## src/rtl/stream_mux_n.sv

```systemverilog
// -----------------------------------------------------------------------------
// stream_mux_n
//
// Purpose
//   N-to-1 valid/ready stream multiplexer with a single registered output
//   stage. One input channel per cycle may be granted, either by an external
//   select (MODE=0) or by a round-robin pointer (MODE=1). The output register
//   reloads on the same edge it drains, so a continuous stream moves at one
//   beat per clock with one clock of latency.
//
// Parameters
//   CH    number of input channels (2..16)
//   W     data width per channel (1..64)
//   MODE  0 = external select via sel, 1 = round-robin
//
// Ports
//   clk        clock, rising edge
//   rst_n      asynchronous active-low reset
//   in_data    CH*W packed channel data, channel i at [i*W +: W]
//   in_valid   per-channel valid
//   in_ready   per-channel ready, at most one bit high (combinational)
//   sel        channel select, only used when MODE=0
//   out_data   registered data of the accepted beat
//   out_chan   index of the channel that supplied out_data
//   out_valid  out_data/out_chan hold a beat
//   out_ready  downstream accepts the beat when high together with out_valid
//   beat_cnt   (only with STREAM_MUX_CNT_EN) 16-bit wrapping count of beats
//              delivered downstream
//
// Build options
//   STREAM_MUX_CNT_EN  define to add the beat_cnt output and its counter.
// -----------------------------------------------------------------------------
module stream_mux_n #(
  parameter int CH   = 4,
  parameter int W    = 8,
  parameter int MODE = 0,
  localparam int SW  = $clog2(CH)
) (
  input  logic            clk,
  input  logic            rst_n,
  input  logic [CH*W-1:0] in_data,
  input  logic [CH-1:0]   in_valid,
  output logic [CH-1:0]   in_ready,
  input  logic [SW-1:0]   sel,
  output logic [W-1:0]    out_data,
  output logic [SW-1:0]   out_chan,
  output logic            out_valid,
  input  logic            out_ready
`ifdef STREAM_MUX_CNT_EN
  ,
  output logic [15:0]     beat_cnt
`endif
);

  // Output register and round-robin pointer
  logic          out_valid_q, out_valid_d;
  logic [W-1:0]  out_data_q,  out_data_d;
  logic [SW-1:0] out_chan_q,  out_chan_d;
  logic [SW-1:0] ptr_q,       ptr_d;

  // Cleared by reset and set on the first edge after release, so the edge on
  // which rst_n deasserts can never accept a beat.
  logic          en_q;

  // Arbitration results
  logic          grant_vld;
  logic [SW-1:0] grant_idx;
  logic [W-1:0]  grant_data;
  logic          load;
  logic          take;

  // ---------------------------------------------------------------------------
  // Grant selection
  // ---------------------------------------------------------------------------
  always_comb begin
    logic [SW-1:0] cand;
    grant_vld = 1'b0;
    grant_idx = '0;
    cand      = '0;
    if (MODE == 0) begin
      // Only an in-range select naming a valid channel produces a grant.
      for (int i = 0; i < CH; i++) begin
        if (sel == SW'(i) && in_valid[i]) begin
          grant_vld = 1'b1;
          grant_idx = SW'(i);
        end
      end
    end else begin
      // Walk the search order ptr+CH .. ptr+1 backwards: the last match
      // written is the earliest channel after ptr, which is the winner.
      for (int k = CH; k >= 1; k--) begin
        cand = SW'((int'(ptr_q) + k) % CH);
        if (in_valid[cand]) begin
          grant_vld = 1'b1;
          grant_idx = cand;
        end
      end
    end
  end

  always_comb begin
    grant_data = '0;
    for (int i = 0; i < CH; i++) begin
      if (grant_idx == SW'(i)) begin
        grant_data = in_data[i*W +: W];
      end
    end
  end

  // The output stage can take a beat when empty or when it drains this edge.
  assign load = !out_valid_q || out_ready;
  assign take = en_q && grant_vld && load;

  always_comb begin
    in_ready = '0;
    if (take) begin
      in_ready[grant_idx] = 1'b1;
    end
  end

  // ---------------------------------------------------------------------------
  // Next-state logic
  // ---------------------------------------------------------------------------
  always_comb begin
    out_valid_d = out_valid_q;
    out_data_d  = out_data_q;
    out_chan_d  = out_chan_q;
    if (take) begin
      out_valid_d = 1'b1;
      out_data_d  = grant_data;
      out_chan_d  = grant_idx;
    end else if (out_valid_q && out_ready) begin
      // Drain without refill: data/chan keep their last values.
      out_valid_d = 1'b0;
    end
  end

  always_comb begin
    ptr_d = ptr_q;
    // In select mode the pointer is never moved from its reset value.
    if (MODE == 1 && take) begin
      ptr_d = grant_idx;
    end
  end

  always_ff @(posedge clk or negedge rst_n) begin
    if (!rst_n) begin
      out_valid_q <= 1'b0;
      out_data_q  <= '0;
      out_chan_q  <= '0;
      // CH-1 makes channel 0 the first candidate after reset.
      ptr_q       <= SW'(CH - 1);
      en_q        <= 1'b0;
    end else begin
      out_valid_q <= out_valid_d;
      out_data_q  <= out_data_d;
      out_chan_q  <= out_chan_d;
      ptr_q       <= ptr_d;
      en_q        <= 1'b1;
    end
  end

  assign out_valid = out_valid_q;
  assign out_data  = out_data_q;
  assign out_chan  = out_chan_q;

`ifdef STREAM_MUX_CNT_EN
  // ---------------------------------------------------------------------------
  // Delivered-beat counter, wraps naturally at 16 bits
  // ---------------------------------------------------------------------------
  logic [15:0] cnt_q, cnt_d;

  always_comb begin
    cnt_d = cnt_q;
    if (out_valid_q && out_ready) begin
      cnt_d = cnt_q + 16'd1;
    end
  end

  always_ff @(posedge clk or negedge rst_n) begin
    if (!rst_n) begin
      cnt_q <= '0;
    end else begin
      cnt_q <= cnt_d;
    end
  end

  assign beat_cnt = cnt_q;
`endif

endmodule

```

## config.mk

```make
export PLATFORM = sky130hd
export DESIGN_NAME = stream_mux_n
export DESIGN_NICKNAME = d
export VERILOG_FILES = /design/src/rtl/stream_mux_n.sv
export SDC_FILE = /design/constraint.sdc
export NUM_CORES = 1
export LEC_CHECK = 0
export ABC_CLOCK_PERIOD_IN_PS = 1300
export BUFFER_PORTS_ARGS = -buffer_cell sky130_fd_sc_hd__buf_2
export CELL_PAD_IN_SITES_DETAIL_PLACEMENT = 0
export CELL_PAD_IN_SITES_GLOBAL_PLACEMENT = 1
export CORE_MARGIN = 5
export CORE_UTILIZATION = 26
export CTS_CLUSTER_SIZE = 10
export DETAILED_ROUTE_END_ITERATION = 7
export PLACE_DENSITY_LB_ADDON = 0.1
export SLEW_MARGIN = 15
export SYNTH_ARGS = -nofsm -noshare
export SYNTH_HDL_FRONTEND = slang
export SYNTH_SLANG_ARGS = --single-unit
```

## constraint.sdc

```tcl
create_clock -name clk -period 1.3 [get_ports clk]
set_clock_uncertainty 0.1 [all_clocks]
set_input_delay 0.195 -clock clk [delete_from_list [all_inputs] [get_ports clk]]
set_output_delay 0.195 -clock clk [all_outputs]
set_load 0.05 [all_outputs]
```

### Yosys cells after proc, flatten, opt, wreduce, memory -nomap -nowiden

Index checks and enable logic that the tools add are counted.

* bits in registers: 12
* bits of input ports: 41
* output and inout port bits: 15
* logic and storage cells: 41

* $lt $le $gt $ge: 2
* eq/ne operators: 6
* multiplexer cells: 16
* reduce and logical (&&, ||, !) cells: 13

Operators with widths (number)
* 8-bit 2-to-1 mux: 4
* 2-bit equality test, second input constant: 4
* 1-bit logical AND: 8
* 1-bit 2-to-1 mux: 8
* 2-bit by 1-bit equality test with 1-bit output, second input constant: 2
* 2-bit logical NOT: 2
* 2-bit 2-to-1 mux: 2
* 4-bit 2-to-1 mux: 1
* 2-bit by 3-bit less-than comparator with 1-bit output, second input constant: 1
* 1-bit demux with 2-bit select: 1
* 2-bit by 1-bit >= comparator with 1-bit output, second input constant: 1
* 2-bit nonzero test: 1
* 1-bit logical NOT: 1
* 1-bit logical OR: 1

### Logic depth before layout (Yosys ltp)

Gate-level depths: netlist of run 1.

* word-level depth: 10
* gate-level depth with buffers: 6
* gate-level depth less buffers: 4

### Worst setup path before layout of run 1

Ideal clock, no wire load.

* path type: flip-flop to output port
* start point: register out_valid_q, in the netlist out_valid
* end point: output port in_ready[0]
* arrival: 2312 ps
* data required time: 1005 ps
* slack: -1307 ps
* cell stages (with the launch flop): 4
* path buffers: 0
* path through: dfrtp_1 nand2b_1 nand2_1 nor4_1

* longest elaborated chain between the ends: 4

Ends and longest elaborated chain
* start: declaration: line 56 `logic out_valid_q, out_valid_d;`
* start signal: assignment: line 155 `out_valid_q <= out_valid_d;`
* 1-bit logical NOT: line 111 `assign load = !out_valid_q || out_ready;`
* 1-bit logical OR: line 111
* 1-bit logical AND: line 112 `assign take = en_q && grant_vld && load;`
* 4-bit 2-to-1 mux: line 116 `if (take) begin`
* end: declaration: line 43 `output logic [CH-1:0] in_ready,`

Every way passes these cells.

### Worst setup path in the final report of run 1

* start point: register en_q
* end point: output port in_ready[1]

* longest elaborated chain between the ends: 3

Ends and longest elaborated chain
* start: declaration: line 63 `logic en_q;`
* start signal: assignment: line 153 `en_q <= 1'b0;`
* start signal: assignment: line 159 `en_q <= 1'b1;`
* 1-bit logical AND (2 in series): line 112
* 4-bit 2-to-1 mux: line 116

Every way passes these cells.

==> results of run 1 <==
[metal layers]
layer / wire [µm] / vias up
li1: - / 505
met1: 1230 / 488
met2: 1576 / 27
met3: 154 / 2
met4: 14 / 0
met5: 0 / -
[final cells by class]
| class | count | area share (%) |
|---|---|---|
| Clock buffer | 4 | 1.823 |
| Tap cell | 46 | 3.993 |
| Timing Repair Buffer | 72 | 31.68 |
| Sequential cell | 12 | 20.92 |
| Inverter | 1 | 0.2604 |
| Multi-Input combinational cell | 77 | 41.32 |
[repair_timing]
action / 4_1_cts / 5_1_grt
buffers inserted: 2 / 3
endpoints found under the setup margin: 13 / 13
hold buffers: 1 / 0
hold endpoints to repair: 12 / 0
gates resized for setup: 13 / 8
pin swaps: 4 / 2
[tightest hold or removal path, stage by stage]
cell,delay (ps)
buf_2,70
o21ai_0,70
o21ai_1,100
[cells by family after synthesis]
group | Yosys count | share of synthesized area [%]
multiplexers | 12 | 16.50
AND/OR/NAND/NOR | 37 | 20.41
AO/OA/AOI/OAI | 27 | 22.72
flip-flops | 12 | 34.73
buffers and inverters | 9 | 5.208
other | 1 | 0.4337
[worst max-delay path by stage]
stage                   start          end  slack [ps]
floorplan           out_valid  in_ready[0]        -330
global placement       sel[1]  out_chan[0]        -380
detailed placement     sel[1]  out_data[5]        -420
CTS                 out_valid  in_ready[1]        -280
global route             en_q  in_ready[1]        -320
finish                   en_q  in_ready[1]        -260
[flip-flops by register name (all words and copies together) (netlist names)]
signal / flops
out_data: 8
out_chan: 2
en_q: 1
out_valid: 1
[through the flow]
step	cell area, µm²	util, %	power [mW]	instances
after floorplan	932.1	-	1.013	98
after global placement	1331	40.53	1.246	204
after detailed placement	1331	40.53	1.255	204
after CTS	1426	43.43	1.518	211
after global routing	1441	43.89	1.618	212
final	1441	43.89	1.503	212
[power breakdown]
part / internal [mW] / switching [mW] / total (mW)
sequential: 0.454 / 0.0487 / 0.502
combinational: 0.267 / 0.501 / 0.768
clock: 0.119 / 0.114 / 0.233
[placed cells by master, fill, tap and decap left out, types with 2 or more instances in the layout]
master    count
mux2i_1       9
buf_6         5
a32oi_1       2
o21ai_0       7
mux2_4        2
o2111a_1      6
dfrtp_1      11
buf_4        14
nand2_1      10
nor2_4        2
clkbuf_4      3
o211ai_1      3
nand3_1      16
buf_2        50
o21ai_1       6
[Yosys cell counts]
library cell	n	share of area, %
a22o_1	1	1.0
a32oi_1	2	2.0
and3_1	2	1.4
buf_2	3	1.7
buf_6	1	1.3
clkbuf_1	4	1.7
conb_1	1	0.43
dfrtp_1	12	35
inv_1	1	0.43
mux2_4	2	3.5
mux2i_1	9	10
mux4_2	1	2.6
nand2_1	11	4.8
nand2b_1	2	1.4
nand3_1	17	9.8
nor2_1	2	0.87
nor2b_1	1	0.72
nor3_1	1	0.58
nor4_1	1	0.72
o2111a_1	6	7.8
o211ai_1	3	2.6
o21a_1	1	0.87
o21ai_0	13	7.5
o21bai_1	1	0.87
==> impl_metrics.csv, run 1 <==
group,metric,value,unit
finish,area_growth,66.71,%
timing,hold_ws,114.7,ps
global_route,grt_antenna_before_repair,0,
power_and_ir_drop,power_density,1043,nW/µm²
worst_hold_path,min_path_type,"in2reg",
global_route,grt_max_degree,32,
floorplanning,die_h,67.67,µm
worst_setup_path,crit_family,"flip-flops",
global_route,grt.busiest_layer,"met2",
worst_setup_path,reg2reg_from,"out_valid",
logic_synthesis,synth_seq_cells,12,
logic_synthesis,yosysWarnings,0,
finish,antenna_cells_inserted,0,
global_route,gr-usage-met3,3.161,%
outcome,violations,"negative setup slack",
finish,multi_input_area,595.6,µm²
worst_setup_path,path_class,"reg2out",
clock_network,clk_pin_slew,70,ps
worst_setup_path,cp.arrival,1260,ps
clock_network,cts_root_buf,"clkbuf_4",
placement,gp_congestion,0.7521,
timing,setup_violations,12,
global_route,track_usage,14.48,%
worst_setup_path,crit_slowest_cell,"dfrtp_1",
clock_network,clk_latency,260,ps
clock_network,cts_inserted_buffers,3,
power_and_ir_drop,ir_drop,0.5962,mV
timing,timing.final.max_slew_violations,0,
logic_synthesis,syn_inst,98,
worst_setup_path,endpoint_kind,"output port",
worst_setup_path,path_max_fanout,3,
finish,seqCellArea,301.5,µm²
detailed_routing,viasPerCell,4.821,
logic_synthesis,avgSynthCellArea,8.822,µm²
clock_network,cts_max_level,1,
global_route,met1_usage,17.10,%
job,drv_cap,0,
timing,fmax,0.6417,GHz
floorplanning,pin_count,56,
finish,fin_nets,208,
worst_hold_path,hold_depth,3,
floorplanning,fp.dieW,67.67,µm
logic_synthesis,yosysSeqAreaShare,34.73,%
detailed_routing,drc,0,
worst_setup_path,r2r_end,"out_data[2]",
power_and_ir_drop,p_leak,0.7061,nW
detailed_routing,dr.pass1.iters,4,
worst_setup_path,cp_cell_sequence,"buf_12 -> nand3_4 -> nor3_4 -> buf_6",
worst_setup_path,path_buf_inv,2,
worst_setup_path,crit_path_start_kind,"register",
finish,nFillCells,356,
timing,rsz0062_at_grt,"true",
logic_synthesis,syn_area,864.6,µm²
timing,period_share,119.9,%
worst_setup_path,required,1000,ps
detailed_routing,routedWlPerCell,14.03,µm
worst_setup_path,cpPeakStageDelay,410,ps
detailed_routing,ant_nets,0,
logic_synthesis,synth.net_count,139,
global_route,grt_overflow,0,
floorplanning,start_util,26.32,%
timing,fin_crit,1558,ps
worst_setup_path,r2r_setup_slack,-90,ps
detailed_routing,finalWirelength,2975,µm
placement,dp_slack,-422.9,ps
clock_network,clkSinkCount,12,
outcome,outcome,"complete, but fails checks",
clock_network,clk_path_buf_depth,2,
worst_setup_path,crit_cells,4,
placement,portBuffers,55,
timing,setup_tns,-1254,ps
detailed_routing,drtIter0Drc,28,
global_route,grt_pass1_wl,5009,µm
detailed_routing,vias,1022,
floorplanning,die_area,4579,µm²
floorplanning,row_count,21,
worst_hold_path,min_from,"in_data[28]",
global_route,grt_pass1_vias,1104,
finish,drive_above_1_share,52.41,%
placement,dp.final_hpwl,2447,µm
clock_network,cts_tree,"yes",
timing,setup_slack,-258.4,ps
logic_synthesis,yosysUniqueCellTypes,24,
timing,timing_hold_violations_final,0,
worst_hold_path,holdPathEnd,"out_data[4]",
global_route,met2_usage,27.10,%
worst_setup_path,reg2regPathDepth,4,
floorplanning,coreArea,3284,µm²
Power figures use the tool's default switching activity.
==> run 2: changes to the inputs <==
--- a/config.mk
+++ b/config.mk
@@ -5,12 +5,13 @@
 export SDC_FILE = /design/constraint.sdc
 export NUM_CORES = 1
 export LEC_CHECK = 0
-export ABC_CLOCK_PERIOD_IN_PS = 1300
+export ABC_CLOCK_PERIOD_IN_PS = 1900
 export BUFFER_PORTS_ARGS = -buffer_cell sky130_fd_sc_hd__buf_2
 export CELL_PAD_IN_SITES_DETAIL_PLACEMENT = 0
 export CELL_PAD_IN_SITES_GLOBAL_PLACEMENT = 1
 export CORE_MARGIN = 5
-export CORE_UTILIZATION = 26
+export CORE_UTILIZATION = 32
+export CTS_BUF_LIST = sky130_fd_sc_hd__clkbuf_4
 export CTS_CLUSTER_SIZE = 10
 export DETAILED_ROUTE_END_ITERATION = 7
 export PLACE_DENSITY_LB_ADDON = 0.1
==> constraint.sdc (replaced) <==
create_clock -name clk -period 1.9 [get_ports clk]
set_clock_uncertainty 0.1 [all_clocks]
set_input_delay 0.285 -clock clk [delete_from_list [all_inputs] [get_ports clk]]
set_output_delay 0.285 -clock clk [all_outputs]
set_load 0.05 [all_outputs]
==> impl_metrics.csv, run 2 (synthesized netlist as in run 1, its figures left out) <==
group,metric,value,unit
clock_network,cts_max_level,1,
floorplanning,die_area,3842,µm²
timing,setup_violations,0,
detailed_routing,dr.pass1.iters,4,
global_route,grt_pass1_vias,989,
detailed_routing,top_layer_used,"met3",
finish,final_cell_area,1237,µm²
floorplanning,row_count,18,
global_route,track_usage,14.70,%
finish,drive_above_1_share,45.16,%
worst_setup_path,path_class,"reg2out",
worst_setup_path,reg2regPathDepth,3,
detailed_routing,finalWirelength,2653,µm
power_and_ir_drop,swShare,45.06,%
finish,layout_commonest_cell,"buf_2",
worst_setup_path,cp.arrival,1420,ps
timing,timing_hold_violations_final,0,
global_route,grt_overflow,0,
detailed_routing,drtIter0Drc,42,
floorplanning,fp.dieW,61.98,µm
worst_hold_path,hold_depth,3,
power_and_ir_drop,seqPwrFrac,34.7,%
global_route,grt_max_degree,32,
finish,nFillCells,265,
power_and_ir_drop,power.total,972.9,µW
clock_network,post-cts-setup-buffers,0,
power_and_ir_drop,p_leak,0.6273,nW
timing,fmax,0.5555,GHz
floorplanning,die_h,61.98,µm
floorplanning,start_util,34.28,%
placement,dp.final_hpwl,2142,µm
timing,timing.final.max_slew_violations,0,
detailed_routing,drc,0,
power_and_ir_drop,power_density,786.2,nW/µm²
detailed_routing,routedWlPerCell,14.34,µm
clock_network,cts_root_buf,"clkbuf_4",
finish,largest_reg_flops,8,
power_and_ir_drop,comb_power_share,48.7,%
outcome,outcome,"finished clean",
placement,gp_congestion,0.7068,
worst_setup_path,r2r_end,"out_data[2]",
worst_hold_path,holdPathEnd,"out_data[0]",
clock_network,clkSinkCount,12,
timing,fin_crit,1800,ps
finish,post-route-util,49.06,%
detailed_routing,vias,968,
power_and_ir_drop,ir_drop,0.6802,mV
floorplanning,coreArea,2522,µm²
finish,seqCellArea,300.3,µm²
worst_setup_path,path_max_fanout,5,
detailed_routing,met2_length,1381,µm
job,drv_cap,0,
worst_setup_path,crit_path_start_kind,"register",
worst_hold_path,min_path_type,"in2reg",
clock_network,clk_pin_slew,80,ps
floorplanning,pin_count,56,
timing,setup_tns,0,ps
detailed_routing,ant_nets,0,
finish,antenna_cells_inserted,0,
power_and_ir_drop,power_switching,438.4,µW
detailed_routing,viasPerCell,5.232,
worst_setup_path,reg2reg_from,"out_valid",
global_route,grt_pass1_wl,4215,µm
finish,area_growth,43.13,%
worst_hold_path,min_from,"in_data[24]",
clock_network,cts_tree,"yes",
placement,portBuffers,55,
finish,multi_input_area,544.3,µm²
clock_network,clk_path_buf_depth,2,
timing,period_share,94.75,%
clock_network,cts_inserted_buffers,3,
timing,rsz0062_at_grt,"false",
power_and_ir_drop,p_int,534.5,µW
timing,setup_slack,99.73,ps
placement,dp_slack,95.68,ps
finish,final_cell_mix,"54 x buf_2, 17 x nand3_1, 13 x o21ai_0",
global_route,grt_antenna_before_repair,0,
detailed_routing,wl_met1,1093,µm
worst_setup_path,endpoint_kind,"output port",
worst_setup_path,required,1510,ps
placement,placed_cell_area,1199,µm²
power_and_ir_drop,p_clk_share,16.6,%
detailed_routing,wl_met3,177,µm
finish,fin_nets,197,
worst_setup_path,r2r_setup_slack,390,ps
clock_network,clk_latency,270,ps
[run 2: cell count changes in the layout (fill, tap and decap cells not counted), sizes merged]
cell    change
clkinv      +1
buf        -12
[run 2: what timing repair did]
| action | CTS | global route |
|---|---|---|
| endpoints found under the hold margin | 12 | 0 |
| hold buffers | 1 | 0 |
| endpoints found under the setup margin | 0 | 1 |
| resized for setup | 0 | 1 |
[run 2: power by group through the flow]
stage / registers (mW) / clock network, mW / logic [mW]
floorplan: 0.534 / 0 / 0.146
detailed placement: 0.343 / 0 / 0.478
global placement: 0.342 / 0 / 0.474
CTS: 0.338 / 0.165 / 0.481
finish: 0.337 / 0.162 / 0.474
global route: 0.345 / 0.182 / 0.510
[run 2: final cells by class]
cell class / count / area share (%)
tap: 30 / 3.033
sequential: 12 / 24.27
multi-input combinational: 77 / 43.98
inverter: 1 / 0.3033
timing repair buffer: 61 / 26.29
clock buffer: 3 / 1.820
clock inverter: 1 / 0.3033
[run 2: critical path, cell delays in order, from the launching register on]
cell and delay, ps:
dfrtp_1 380, nand2b_1 160, nand3_1 190, nor2_2 140, buf_2 270
[run 2: metrics by stage]
step / hold WS [ps] / std cells
2_1_floorplan: -110.6 / 98
3_3_place_gp: 77.39 / 180
3_5_place_dp: 82.03 / 180
4_1_cts: 223.3 / 185
5_1_grt: 227.5 / 185
6_report: 224.2 / 185
[run 2: per-layer routing]
metal | GRT usage (%) | up-vias
li1 | - | 482
met3 | 4.752 | 0
met5 | 0 | -
met4 | 1.818 | 0
met1 | 17.51 | 455
met2 | 26.33 | 31
[run 2: worst max path at each step]
stage               startpoint          end  slack, ps  cells after the start
floorplan            out_valid  in_ready[1]       -150                      3
global placement        sel[1]  out_data[1]        110                      4
detailed placement      sel[1]  out_data[2]        100                      4
CTS                  out_valid  in_ready[1]         80                      4
global route         out_valid  in_ready[1]          9                      4
finish               out_valid  in_ready[3]        100                      4
==> run 3: changes to the inputs <==
--- a/config.mk
+++ b/config.mk
@@ -9,11 +9,12 @@
 export BUFFER_PORTS_ARGS = -buffer_cell sky130_fd_sc_hd__buf_2
 export CELL_PAD_IN_SITES_DETAIL_PLACEMENT = 0
 export CELL_PAD_IN_SITES_GLOBAL_PLACEMENT = 1
-export CORE_MARGIN = 5
+export CORE_MARGIN = 4
 export CORE_UTILIZATION = 32
 export CTS_BUF_LIST = sky130_fd_sc_hd__clkbuf_4
 export CTS_CLUSTER_SIZE = 10
 export DETAILED_ROUTE_END_ITERATION = 7
+export GPL_TIMING_DRIVEN = 1
 export PLACE_DENSITY_LB_ADDON = 0.1
 export SLEW_MARGIN = 15
 export SYNTH_ARGS = -nofsm -noshare
==> impl_metrics.csv, run 3 (synthesized netlist as in run 1, its figures left out) <==
group,metric,value,unit
outcome,outcome,"finished clean",
placement,dp.final_hpwl,2066,µm
global_route,grt_max_degree,32,
clock_network,cts_tree,"yes",
clock_network,clkSinkCount,12,
job,drv_cap,0,
timing,period_share,93.42,%
detailed_routing,drc,0,
finish,antenna_cells_inserted,0,
detailed_routing,drtIter0Drc,17,
worst_setup_path,path_max_fanout,5,
global_route,grt_pass1_vias,986,
placement,gp_congestion,0.7529,
clock_network,post-cts-setup-buffers,0,
worst_setup_path,r2r_end,"out_chan[0]",
floorplanning,coreArea,2522,µm²
floorplanning,start_util,34.28,%
finish,layout_commonest_cell,"buf_2",
clock_network,cts_max_level,1,
worst_setup_path,r2r_setup_slack,450,ps
detailed_routing,routedWlPerCell,13.63,µm
global_route,grt_pass1_wl,4195,µm
worst_hold_path,min_path_type,"in2reg",
floorplanning,row_count,18,
power_and_ir_drop,seqPwrFrac,34.7,%
worst_setup_path,required,1510,ps
power_and_ir_drop,comb_power_share,48.8,%
power_and_ir_drop,p_leak,0.6324,nW
timing,fmax,0.5634,GHz
clock_network,clk_path_buf_depth,2,
clock_network,cts_inserted_buffers,3,
clock_network,clk_pin_slew,80,ps
power_and_ir_drop,power_density,782.3,nW/µm²
timing,fin_crit,1775,ps
placement,portBuffers,55,
timing,timing_hold_violations_final,0,
floorplanning,pin_count,56,
timing,setup_tns,0,ps
worst_setup_path,crit_path_start_kind,"register",
timing,setup_slack,125.1,ps
detailed_routing,ant_nets,0,
finish,post-route-util,49.45,%
worst_setup_path,reg2regPathDepth,5,
finish,largest_reg_flops,8,
worst_hold_path,min_from,"in_data[31]",
timing,setup_violations,0,
worst_hold_path,hold_depth,3,
worst_setup_path,path_class,"reg2out",
detailed_routing,finalWirelength,2535,µm
floorplanning,fp.dieW,59.98,µm
global_route,grt_antenna_before_repair,0,
placement,dp_slack,118.5,ps
detailed_routing,vias,943,
worst_setup_path,reg2reg_from,"out_valid",
power_and_ir_drop,swShare,44.97,%
finish,area_growth,44.28,%
finish,fin_nets,198,
clock_network,cts_root_buf,"clkbuf_4",
finish,drive_above_1_share,45.51,%
detailed_routing,dr.pass1.iters,4,
worst_setup_path,cp.arrival,1390,ps
power_and_ir_drop,p_int,537.0,µW
global_route,track_usage,15.26,%
timing,rsz0062_at_grt,"false",
worst_hold_path,holdPathEnd,"out_data[7]",
power_and_ir_drop,power_switching,438.9,µW
power_and_ir_drop,p_clk_share,16.5,%
floorplanning,die_area,3598,µm²
floorplanning,die_h,59.98,µm
detailed_routing,viasPerCell,5.070,
worst_setup_path,endpoint_kind,"output port",
timing,timing.final.max_slew_violations,0,
finish,final_cell_mix,"53 x buf_2, 17 x nand3_1, 13 x o21ai_0",
clock_network,clk_latency,270,ps
power_and_ir_drop,ir_drop,0.6823,mV
global_route,grt_overflow,0,
==> run 3: cell count changes in the layout (fill, tap and decap cells not counted) <==
cell	previous run	this run
buf_4	5	7
buf_2	54	53
==> run 3: critical path, stage by stage, from the launching register on <==
cell	delay, ps
dfrtp_1	370
nand2b_1	160
nand2_1	160
nor4_4	140
buf_2	290
==> run 3: per-stage QoR <==
step / cells / hold slack [ps] / cell area [µm²] / power [mW]
after floorplan: 98 / -110.6 / 889.6 / 0.6794
after global placement: 181 / 76.86 / 1206 / 0.8192
after detailed placement: 181 / 82.32 / 1206 / 0.8236
after CTS: 186 / 219.4 / 1242 / 0.9896
after global routing: 186 / 220.1 / 1247 / 1.040
final: 186 / 219.8 / 1247 / 0.9759
==> run 3: worst max path at each step <==
stage,startpoint,end,slack (ps),cells after the start
5_1_grt,out_valid,in_ready[0],6,4
6_report,out_valid,in_ready[0],130,4
2_1_floorplan,out_valid,in_ready[1],-150,3
3_3_place_gp,sel[1],in_ready[3],140,5
3_5_place_dp,sel[1],out_chan[0],120,6
4_1_cts,out_valid,in_ready[1],90,4
==> run 3: area by class of cell <==
cell class,count,area (µm²)
Sequential cell,12,300.3
Clock inverter,1,3.754
Tap cell,30,37.54
Clock buffer,3,22.52
Multi-Input combinational cell,77,544.3
Inverter,1,3.754
Timing Repair Buffer,62,335.3
Fill cell,262,1275
==> run 3: repair_timing <==
| action | 4_1_cts | 5_1_grt |
|---|---|---|
| endpoints found under the setup margin | 0 | 2 |
| endpoints found under the hold margin | 12 | 0 |
| hold buffers | 1 | 0 |
| gates resized for setup | 0 | 3 |
==> run 3: power groups by stage <==
stage / logic (mW) / clock network [mW] / registers, mW
2_1_floorplan: 0.146 / 0 / 0.534
3_3_place_gp: 0.477 / 0 / 0.342
3_5_place_dp: 0.480 / 0 / 0.344
4_1_cts: 0.483 / 0.168 / 0.339
5_1_grt: 0.512 / 0.180 / 0.348
6_report: 0.476 / 0.161 / 0.338
==> run 3: layer usage <==
metal  vias to the layer above  track usage [%]  share of wire (%)  wire [µm]
met5                         -                0                  0          0
met4                         0                0                  0          0
met3                         0            4.536                6.9        176
met2                        29            26.85                 51       1286
met1                       426            19.55                 42       1072
li1                        488                -                  -          -
